## src/rtl/fetch_unit.sv

```systemverilog
// fetch_unit: instruction fetch stage holding the PC, running the iREN/ihit handshake
// and presenting one registered instruction to decode, with redirect and sticky halt.
module fetch_unit #(
    parameter logic [31:0] PC_INIT = 32'h0000_0000,
    parameter logic [5:0]  HALT_OP = 6'b111111
) (
    input  logic        i_clk,
    input  logic        i_nrst,
    output logic        o_iren,
    output logic [31:0] o_iaddr,
    input  logic        i_ihit,
    input  logic [31:0] i_iload,
    input  logic        i_stall,
    input  logic        i_redirect,
    input  logic [31:0] i_redirect_pc,
    output logic [31:0] o_instr,
    output logic        o_instr_valid,
    output logic [31:0] o_npc,
    output logic        o_halt
);
    localparam logic [1:0] RUN    = 2'd0;
    localparam logic [1:0] DRAIN  = 2'd1;
    localparam logic [1:0] HALTED = 2'd2;

    logic [1:0]  r_state;
    logic [31:0] r_pc;
    logic [31:0] r_instr;
    logic [31:0] r_npc;
    logic        r_valid;
    logic        w_accept;
    logic        w_consume;

    assign o_iren        = (r_state == RUN) && !(r_valid && i_stall);
    assign w_accept      = o_iren && i_ihit && !i_redirect;
    assign w_consume     = r_valid && !i_stall;
    assign o_iaddr       = r_pc;
    assign o_instr       = r_instr;
    assign o_instr_valid = r_valid;
    assign o_npc         = r_npc;
    assign o_halt        = r_state == HALTED;

    always_ff @(posedge i_clk) begin
        if (!i_nrst) begin
            r_state <= RUN;
            r_pc    <= PC_INIT;
            r_instr <= '0;
            r_npc   <= '0;
            r_valid <= 1'b0;
        end else if (r_state != HALTED) begin
            // A redirect flushes the held word even under stall and cancels a pending halt.
            if (i_redirect) begin
                r_pc    <= i_redirect_pc & ~32'h3;
                r_valid <= 1'b0;
                r_state <= RUN;
            end else if (w_accept) begin
                r_instr <= i_iload;
                r_npc   <= r_pc + 32'd4;
                r_pc    <= r_pc + 32'd4;
                r_valid <= 1'b1;
                if (i_iload[31:26] == HALT_OP)
                    r_state <= DRAIN;
            end else if (w_consume) begin
                r_valid <= 1'b0;
                if (r_state == DRAIN)
                    r_state <= HALTED;
            end
        end
    end
endmodule

```

## config.mk

```make
export PLATFORM = sky130hd
export DESIGN_NAME = fetch_unit
export DESIGN_NICKNAME = d
export VERILOG_FILES = /design/src/rtl/fetch_unit.sv
export SDC_FILE = /design/constraint.sdc
export NUM_CORES = 1
export LEC_CHECK = 0
export CAP_MARGIN = 40
export CORE_ASPECT_RATIO = 1.1
export CORE_MARGIN = 4
export CORE_UTILIZATION = 48
export CTS_CLUSTER_SIZE = 8
export DETAILED_ROUTE_END_ITERATION = 12
export PLACE_DENSITY = 0.86
export SYNTH_ARGS = -nofsm -noshare
export SYNTH_HDL_FRONTEND = slang
export SYNTH_SLANG_ARGS = --single-unit
```

## constraint.sdc

```tcl
create_clock -name i_clk -period 5.6 [get_ports i_clk]
set_input_delay 0.56 -clock i_clk [delete_from_list [all_inputs] [get_ports i_clk]]
set_output_delay 0.56 -clock i_clk [all_outputs]
set_load 0.1 [all_outputs]
```

==> qor.csv, run 1 <==
metric,value,unit
LEAKAGE,3.06,nW
first-pass GRT wire length,28600,um
Total Die Area,11000,sq um
final RePlAce weighted congestion,0.865,
RSZ-0062 raised after global routing,no,
"flops & latches, synth",95,
critical path launch point,i_stall,
accumulated negative setup slack,0,ps
count of flip-flops with a built-in enable after synthesis,0,
vias per inst,6.01,
initial core utilization,50.2,%
Critical Path Fanout Max,64,
share of the yosys chip area belonging to registers,42.0,%
number of buffer cells added on primary ports,161,
cell depth of the worst hold path,2,
utilization of the core after routing,88.8,%
Synth async-reset ratio,0,%
largest cells by area after synthesis,"dfxtp_1 (42%), nand2_1 (8.8%), a21oi_1 (8.7%), o21ai_0 (4.8%), nor2_1 (3.1%)",
cell area after layout,8000,sq um
clock network fraction of design power,24.6,%
synthesized netlist cell count,577,
required time worst endpoint,5910,ps
library cell used as clock root buffer,clkbuf_8,
"leading cell type in the layout, fill and taps excluded",clkdlybuf4s50_1,
run status,"complete, no violations",
net switching component of the power,0.777,mW
max incr delay on CP,600,ps
P_int,1.21,mW
ordered cell list for the critical path,clkdlybuf4s50_1 > a211oi_2 > and3_2 > buf_4 > nand2_1 > nor3_1 > a311o_1,
power share of the sequential group,38.5,%
crit end category,flop,
setup skew after layout,14.5,ps
Unique masters post-synth,57,
sum of routed wire length over all layers,18200,um
count of yosys warnings during synthesis,0,
max-capacitance violation count,0,
hpwl dp,13300,um
filler cell count in the final layout,411,
cell at the slowest stage of the critical path,buf_4,
largest net degree at the start of global routing,65,
class of the tightest hold or removal check,flop to flop,
Crit Path Category,primary input to flop,
maximum clock insertion buffer count,2,
count of vias placed by the detailed router,5569,
Routed wire per std cell,19.6,um
wire length on met3,1650,um
minimum period implied by the final worst setup slack,3040,ps
number of clock sinks,95,
buffers inserted by post-CTS timing repair,0,
area taken by multi-input logic gates,2410,sq um
remaining max-slew budget at the tightest pin,50.1,%
CTS tree,yes,
number of diodes added for antenna fixing,0,
combinational group share of total power,36.9,%
Hold Crit Start,o_instr[0],
Core Footprint,9010,sq um
most frequent cells in the layout,"clkdlybuf4s50_1 (160), nand2_1 (106), dfxtp_1 (95)",
Final setup violation count,0,
worst path arrival time,3350,ps
horizontal die dimension,101,um
residual antenna-violating net count after detailed routing,0,
Std-Cell Rows,36,
share of layout cells above drive strength 1,16.4,%
power consumption,1.99,mW
number of buffer and inverter instances along the worst setup path,2,
boundary pin count,168,
peak ir drop on the vdd network,0.185,mV
biggest area consumer among synthesized cells,dfxtp_1,
power per unit of standard cell area,248,nW/um^2
Pins Over Slew Limit,0,
area share of the leading cell type in the synthesized netlist,42.0,%
Critical R2R Launch,r_state[0],
first-iteration detailed-routing DRC count,502,
terminating pin of the worst hold path,o_instr[0],
net total in the final layout,878,
initial antenna violation count,0,
count of hold buffers inserted by post-cts repair,0,
reg-to-reg critical path endpoint,o_iaddr[14],
detailed-route wire length on metal 1,6520,um
slew at the pin with the worst max-slew slack,749,ps
highest metal layer used by the detailed router,met4,
top flip-flop cell by instance count after synthesis,dfxtp_1,
cell area after placement,7790,sq um
Top delay family on crit path,buffers and inverters,
Worst-Skew Late Latency,370,ps
Reg area,1900,sq um
number of global-route vias before repair,5690,
summed instance area of the synthesized netlist,4520,sq um
die extent in y,110,um
period utilisation layout,54.3,%
Tot GR Track Use,32.5,%
TritonCTS buffer count,9,
startpoint class of the critical path,primary input,
final routed DRC violation total,0,
switching share of power,39.1,%
worst reg-to-reg setup slack,2920,ps
area grow syn2layout,76.9,%
post-synthesis average cell area,7.84,sq um
CTS HTree Levels,3,
length of routed met2 wiring,9250,um
Final Hold Violating Endpoints,0,
R2R depth,6,
remaining global-route overflow,0,
clock slew at the register clock pins of the worst setup and hold paths,100,ps
DRT Pass-1 Iters,5,
Highest Clock Rate,329,MHz
# resized after CTS,0,
-- flip-flops by register name, indices dropped and copies added (netlist names) --
signal	cells
o_instr	32
o_iaddr	30
o_instr_valid	1
r_state	2
o_npc	30
-- Yosys cell counts, types with 2 or more instances --
cell	count
a31oi_1	4
or3_1	3
buf_4	5
clkbuf_1	30
nand3_1	20
a22oi_1	5
nand4_2	2
o21ai_0	43
and3_1	13
buf_2	7
o21a_1	2
a32oi_1	4
a211oi_1	8
dfxtp_1	95
inv_1	5
nor3_1	7
mux2i_1	3
o41ai_1	2
nor2b_1	2
xnor2_1	14
xor2_1	14
and4_1	4
o22ai_1	5
a21oi_1	79
a311o_1	2
o31ai_1	2
nand2_1	106
o211ai_1	2
nor3_2	2
nand2b_1	3
buf_1	3
nand4_1	12
nor2_1	37
nor4_1	9
-- tightest hold or removal path: cells and delay by family, from the launching register on --
kind             cells  cell delay [ps]
flip-flops           1              320
AND/OR/NAND/NOR      1               50
AO/OA/AOI/OAI        1               50
-- metal layers --
layer	track usage (%)	vias up
li1	-	2510
met4	15.0	0
met5	0	-
met2	59.7	391
met3	5.84	70
met1	36.2	2598
-- logic make-up (layout without fill, tap and decap cells) --
kind of cell | after synthesis | in the layout | synth area share [%]
AOI/OAI and AO/OA | 169 | 169 | 21.8
xor gates and xnor gates | 28 | 28 | 5.42
adders and majority gates | 1 | 1 | 0.277
buffers and inverters | 51 | 284 | 5.01
DFF | 95 | 95 | 42.0
muxes | 3 | 3 | 0.664
other | 1 | 4 | 0.0829
and+or+nand+nor | 229 | 229 | 24.7
-- power groups by stage --
stage / Clock (mW) / Sequential [mW] / Combinational, mW
global route: 0.507 / 0.770 / 0.757
global placement: 0 / 0.773 / 0.559
CTS: 0.483 / 0.762 / 0.733
floorplan: 0 / 1.05 / 0.125
detailed placement: 0 / 0.777 / 0.729
finish: 0.488 / 0.765 / 0.732
-- metrics by stage --
stage          hold WS, ps  worst slack, ps  cells
2_1_floorplan          535             2340    580
3_3_place_gp           442             2160    813
3_5_place_dp           454             2410    911
4_1_cts                467             2590    927
5_1_grt                481             2350    927
6_report               468             2560    927
-- worst max-delay path by stage --
| stage | endpoint | cells past startpoint |
|---|---|---|
| 6_report | o_iaddr[14] | 7 |
| 5_1_grt | o_iaddr[14] | 7 |
| 4_1_cts | o_iaddr[14] | 7 |
| 3_5_place_dp | o_iaddr[24] | 7 |
| 3_3_place_gp | o_iaddr[23] | 7 |
| 2_1_floorplan | o_npc[5] | 6 |
-- cell type report --
cell class	instances	area share [%]
inverter	5	0.235
sequential	95	23.8
timing repair buffer	263	41.4
clock buffer	9	1.55
tap	114	1.78
multi-input combinational	434	30.1
clock inverter	7	1.14
Note: power is estimated with default switching activity, not from simulation.
==> run 2, diff against run 1 <==
- CORE_UTILIZATION: 48 -> 40
- PLACE_DENSITY: 0.86 -> 0.76
- clock period: 5.6 -> 2.7 ns (I/O delays scaled with it)
==> run 2 against run 1 <==
  * Routed wire length is 18% lower
  * Clock skew is 7.2 ps lower
  * Sequential power is 110% higher
  * Flip-flop and latch count stayed put
  * Non-clock buffer count is 85 lower
  * Largest power group unchanged
==> qor.csv, run 2 (synthesized netlist as in run 1, its figures left out) <==
metric,value,unit,change
run status,"complete, no violations",,
Total Die Area,13100,sq um,+18%
period utilisation layout,83.4,%,
number of clock sinks,95,,unchanged
required time worst endpoint,2930,ps,-2980 ps
vias per inst,5.53,,-8.0%
Std-Cell Rows,40,,+11%
Crit Path Category,flop to flop,,
worst path arrival time,2480,ps,-870 ps
share of layout cells above drive strength 1,20.1,%,+3.7 points
first-iteration detailed-routing DRC count,466,,-7.2%
initial antenna violation count,0,,unchanged
Routed wire per std cell,17.0,um,-13%
Highest Clock Rate,444,MHz,
startpoint class of the critical path,flop,,
Critical Path Fanout Max,10,,-84%
net total in the final layout,793,,-9.7%
count of vias placed by the detailed router,4836,,-13%
slew at the pin with the worst max-slew slack,656,ps,-92.8 ps
boundary pin count,168,,unchanged
peak ir drop on the vdd network,0.272,mV,+47%
final RePlAce weighted congestion,0.839,,-3.0%
minimum period implied by the final worst setup slack,2250,ps,
accumulated negative setup slack,0,ps,unchanged
Tot GR Track Use,22.0,%,-10 points
number of global-route vias before repair,4447,,-22%
largest net degree at the start of global routing,45,,-31%
Core Footprint,11000,sq um,+22%
cell at the slowest stage of the critical path,nor3_2,,
area grow syn2layout,40.3,%,
TritonCTS buffer count,9,,unchanged
max incr delay on CP,520,ps,-80 ps
most frequent cells in the layout,"buf_4 (112), nand2_1 (106), dfxtp_1 (92)",,
horizontal die dimension,109,um,+8.8%
crit end category,flop,,
Final Hold Violating Endpoints,0,,unchanged
residual antenna-violating net count after detailed routing,0,,unchanged
first-pass GRT wire length,22700,um,-20%
RSZ-0062 raised after global routing,no,,
library cell used as clock root buffer,clkbuf_16,,
number of diodes added for antenna fixing,0,,unchanged
"leading cell type in the layout, fill and taps excluded",buf_4,,
die extent in y,120,um,+8.9%
Worst-Skew Late Latency,340,ps,-30 ps
ordered cell list for the critical path,nand4_2 > nor3_2 > nand3_1 > and3_1 > or3_1,,
Pins Over Slew Limit,0,,unchanged
buffers inserted by post-CTS timing repair,0,,unchanged
sum of routed wire length over all layers,14900,um,-18%
LEAKAGE,2.56,nW,-16%
# resized after CTS,0,,unchanged
setup skew after layout,7.31,ps,-7.21 ps
clock slew at the register clock pins of the worst setup and hold paths,70,ps,-30 ps
Final setup violation count,0,,unchanged
maximum clock insertion buffer count,2,,unchanged
initial core utilization,41.1,%,-9.1 points
number of buffer cells added on primary ports,161,,unchanged
number of flip-flops in the largest register,32,,unchanged
class of the tightest hold or removal check,primary input to flop,,
remaining max-slew budget at the tightest pin,55.9,%,+5.8 points
max-capacitance violation count,0,,unchanged
power per unit of standard cell area,651,nW/um^2,+160%
final routed DRC violation total,0,,unchanged
power consumption,4.13,mW,+110%
remaining global-route overflow,0,,unchanged
CTS HTree Levels,3,,unchanged
hpwl dp,10700,um,-20%
Top delay family on crit path,simple AND/OR/NAND/NOR gates,,
number of buffer and inverter instances along the worst setup path,0,,-2
CTS tree,yes,,
count of hold buffers inserted by post-cts repair,0,,unchanged
DRT Pass-1 Iters,6,,+1
==> run 2: changes by cell type in the layout (fill, tap and decap cells not counted), sizes merged <==
cell,before,now
clkdlybuf4s50,160,65
buf,103,113
clkinv,3,0
bufinv,1,2
clkinvlp,1,2
inv,7,8
==> run 2: worst reg2reg max path, cell delays in order, from the launching register on <==
cell,delay (ps)
dfxtp_1,510
nand4_2,300
nor3_2,520
nand3_1,230
and3_1,250
or3_1,330
==> run 2: final cells by class <==
class	count	area, sq um
clock buffer	9	225
sequential	95	1910
tap	147	184
inverter	5	18.8
fill	986	4660
multi-input combinational	434	2420
clock inverter	7	101
timing repair buffer	178	1500
==> run 2: power by group <==
group	total, mW	internal [mW]	switching, mW
logic	1.16	0.290	0.873
clock network	1.39	0.822	0.571
registers	1.58	1.49	0.0898
total	4.13	2.60	1.53
==> run 2: worst paths after layout <==
kind,from,endpoint,slack [ps],cells past startpoint
max,o_iaddr[6],o_iaddr[27],450,5
min,i_redirect,o_iaddr[20],420,3
max reg2reg,o_iaddr[6],o_iaddr[27],450,5
min reg2reg,o_instr[15],o_instr[15],460,2
==> run 2: layer usage <==
metal | GRT usage, % | wire (um) | vias to the layer above | part of all wire (%)
li1 | - | - | 2329 | -
met2 | 36.6 | 7110 | 229 | 48
met4 | 7.25 | 247 | 0 | 1.7
met1 | 27.8 | 6200 | 2264 | 42
met3 | 5.27 | 1350 | 14 | 9.0
met5 | 0 | 0 | - | 0
==> run 2: stage by stage <==
stage | worst slack, ps | cells | hold WS [ps] | area (sq um) | utilization, %
after floorplan | 101 | 580 | 406 | 4550 | -
after global placement | 449 | 859 | 442 | 6020 | 54.7
after detailed placement | 441 | 859 | 448 | 6020 | 54.7
after CTS | 428 | 875 | 390 | 6350 | 57.6
after global routing | 270 | 875 | 399 | 6350 | 57.6
final | 447 | 875 | 423 | 6350 | 57.6
==> run 3, diff against run 2 <==
- CORE_UTILIZATION: 40 -> 45
- PLACE_DENSITY: 0.76 -> 0.81
- clock period: 2.7 -> 2.3 ns (I/O delays scaled with it)
==> run 3 against run 2 <==
  * Combinational power increased by 17%
  * Critical path type unchanged
  * Power increased by 10%
  * Via count decreased by 0.77%
==> qor.csv, run 3 (synthesized netlist as in run 1, its figures left out) <==
metric,value,unit,change
Tot GR Track Use,23.6,%,+1.6 points
die extent in y,113,um,-5.3%
run status,"complete, no violations",,
Pins Over Slew Limit,0,,unchanged
period utilisation layout,92.6,%,+9.1 points
# resized after CTS,0,,unchanged
final RePlAce weighted congestion,0.868,,+3.4%
number of buffer cells added on primary ports,161,,unchanged
Std-Cell Rows,38,,-5.0%
minimum period implied by the final worst setup slack,2130,ps,-124 ps
number of buffer and inverter instances along the worst setup path,0,,unchanged
reg-to-reg critical path endpoint,o_iaddr[18],,
final routed DRC violation total,0,,unchanged
slew at the pin with the worst max-slew slack,558,ps,-98.3 ps
initial antenna violation count,0,,unchanged
TritonCTS buffer count,9,,unchanged
hpwl dp,10400,um,-2.4%
cell at the slowest stage of the critical path,nor3b_1,,
cell depth of the worst hold path,3,,unchanged
share of layout cells above drive strength 1,23.2,%,+3.1 points
DRT Pass-1 Iters,5,,-1
clock slew at the register clock pins of the worst setup and hold paths,90,ps,+20 ps
net total in the final layout,798,,+0.63%
boundary pin count,168,,unchanged
Highest Clock Rate,470,MHz,+5.8%
terminating pin of the worst hold path,r_state[1],,
Final setup violation count,0,,unchanged
crit end category,flop,,
filler cell count in the final layout,853,,-13%
initial core utilization,46.0,%,+4.9 points
CTS HTree Levels,3,,unchanged
buffers inserted by post-CTS timing repair,0,,unchanged
R2R depth,6,,+1
vias per inst,5.63,,+1.8%
first-pass GRT wire length,22900,um,+0.55%
class of the tightest hold or removal check,primary input to flop,,
"leading cell type in the layout, fill and taps excluded",buf_4,,
residual antenna-violating net count after detailed routing,0,,unchanged
power per unit of standard cell area,719,nW/um^2,+10%
max incr delay on CP,460,ps,-60 ps
Critical R2R Launch,o_iaddr[2],,
Hold Crit Start,i_redirect,,
library cell used as clock root buffer,clkbuf_8,,
worst reg-to-reg setup slack,170,ps,-280 ps
LEAKAGE,2.57,nW,+0.54%
horizontal die dimension,104,um,-5.3%
CTS tree,yes,,
max-capacitance violation count,0,,unchanged
ordered cell list for the critical path,ha_1 > nand3_2 > nor3_2 > nor3b_1 > a22oi_1 > o22ai_1,,
first-iteration detailed-routing DRC count,363,,-22%
number of clock sinks,95,,unchanged
setup skew after layout,9.25,ps,+1.94 ps
number of diodes added for antenna fixing,0,,unchanged
maximum clock insertion buffer count,2,,unchanged
pre-CTS WS,183,ps,-258 ps
startpoint class of the critical path,flop,,
Top delay family on crit path,simple AND/OR/NAND/NOR gates,,
Total Die Area,11700,sq um,-10%
hold slack final,326,ps,-97.3 ps
Routed wire per std cell,16.9,um,-0.90%
number of flip-flops in the largest register,32,,unchanged
peak ir drop on the vdd network,0.395,mV,+45%
Final Hold Violating Endpoints,0,,unchanged
RSZ-0062 raised after global routing,no,,
worst path arrival time,2400,ps,-80 ps
utilization of the core after routing,64.4,%,+6.8 points
required time worst endpoint,2570,ps,-360 ps
remaining global-route overflow,0,,unchanged
Worst-Skew Late Latency,360,ps,+20 ps
Core Footprint,9840,sq um,-11%
Crit Path Category,flop to flop,,
most frequent cells in the layout,"buf_4 (114), nand2_1 (106), a21oi_1 (79)",,
accumulated negative setup slack,0,ps,unchanged
number of global-route vias before repair,4566,,+2.7%
setup slack of the critical path after layout,171,ps,-276 ps
power consumption,4.56,mW,+10%
largest net degree at the start of global routing,46,,+2.2%
count of vias placed by the detailed router,4799,,-0.77%
remaining max-slew budget at the tightest pin,62.7,%,+6.8 points
area grow syn2layout,40.1,%,
sum of routed wire length over all layers,14400,um,-3.4%
count of hold buffers inserted by post-cts repair,0,,unchanged
Critical Path Fanout Max,8,,-2
run 3: cell count changes in the layout (fill, tap and decap cells not counted), sizes merged:
| cell | before | now |
|---|---|---|
| clkbuf | 9 | 11 |
| buf | 113 | 118 |
| inv | 8 | 6 |
| bufinv | 2 | 3 |
| clkinvlp | 2 | 1 |
run 3: layout make-up:
class / instances / area, sq um / share of cell area, %
repair buffers: 183 / 1570 / 24.8
multi-input cells: 434 / 2420 / 38.1
flip-flops and latches: 95 / 1940 / 30.6
inverters: 5 / 18.8 / 0.296
well taps: 120 / 150 / 2.37
clock inverters: 5 / 104 / 1.64
clock buffers: 11 / 141 / 2.23
run 3: how the worst max path moves through the flow:
| stage | startpoint | endpoint | slack [ps] | cells past startpoint |
|---|---|---|---|---|
| floorplan | o_instr_valid | o_instr[23] | -90 | 6 |
| global placement | i_stall | o_iaddr[31] | 240 | 6 |
| detailed placement | i_stall | o_npc[5] | 180 | 6 |
| CTS | o_iaddr[2] | o_iaddr[18] | 180 | 6 |
| global route | o_iaddr[2] | o_iaddr[18] | 20 | 6 |
| finish | o_iaddr[2] | o_iaddr[18] | 170 | 6 |
run 3: worst reg2reg max path, cell delays in order (launching register included):
cell     delay [ps]
dfxtp_4         390
ha_1            260
nand3_2         250
nor3_2          350
nor3b_1         460
a22oi_1         150
o22ai_1         190
run 3: power breakdown:
part	internal, mW	leakage (nW)	switching, mW
clock network	0.754	0.120	0.586
registers	1.75	0.789	0.109
logic	0.348	1.66	1.02
run 3: metrics by stage:
step	area [sq um]	std cells
final	6340	853
after global routing	6340	853
after CTS	6340	853
after detailed placement	6090	837
after global placement	6090	837
after floorplan	4590	580
run 3: metal layers:
layer	wire, um	GRT usage [%]	vias to the layer above
met2	7110	41.3	180
li1	-	-	2338
met5	0	0	-
met4	356	8.60	0
met3	909	5.08	25
met1	6020	28.8	2256
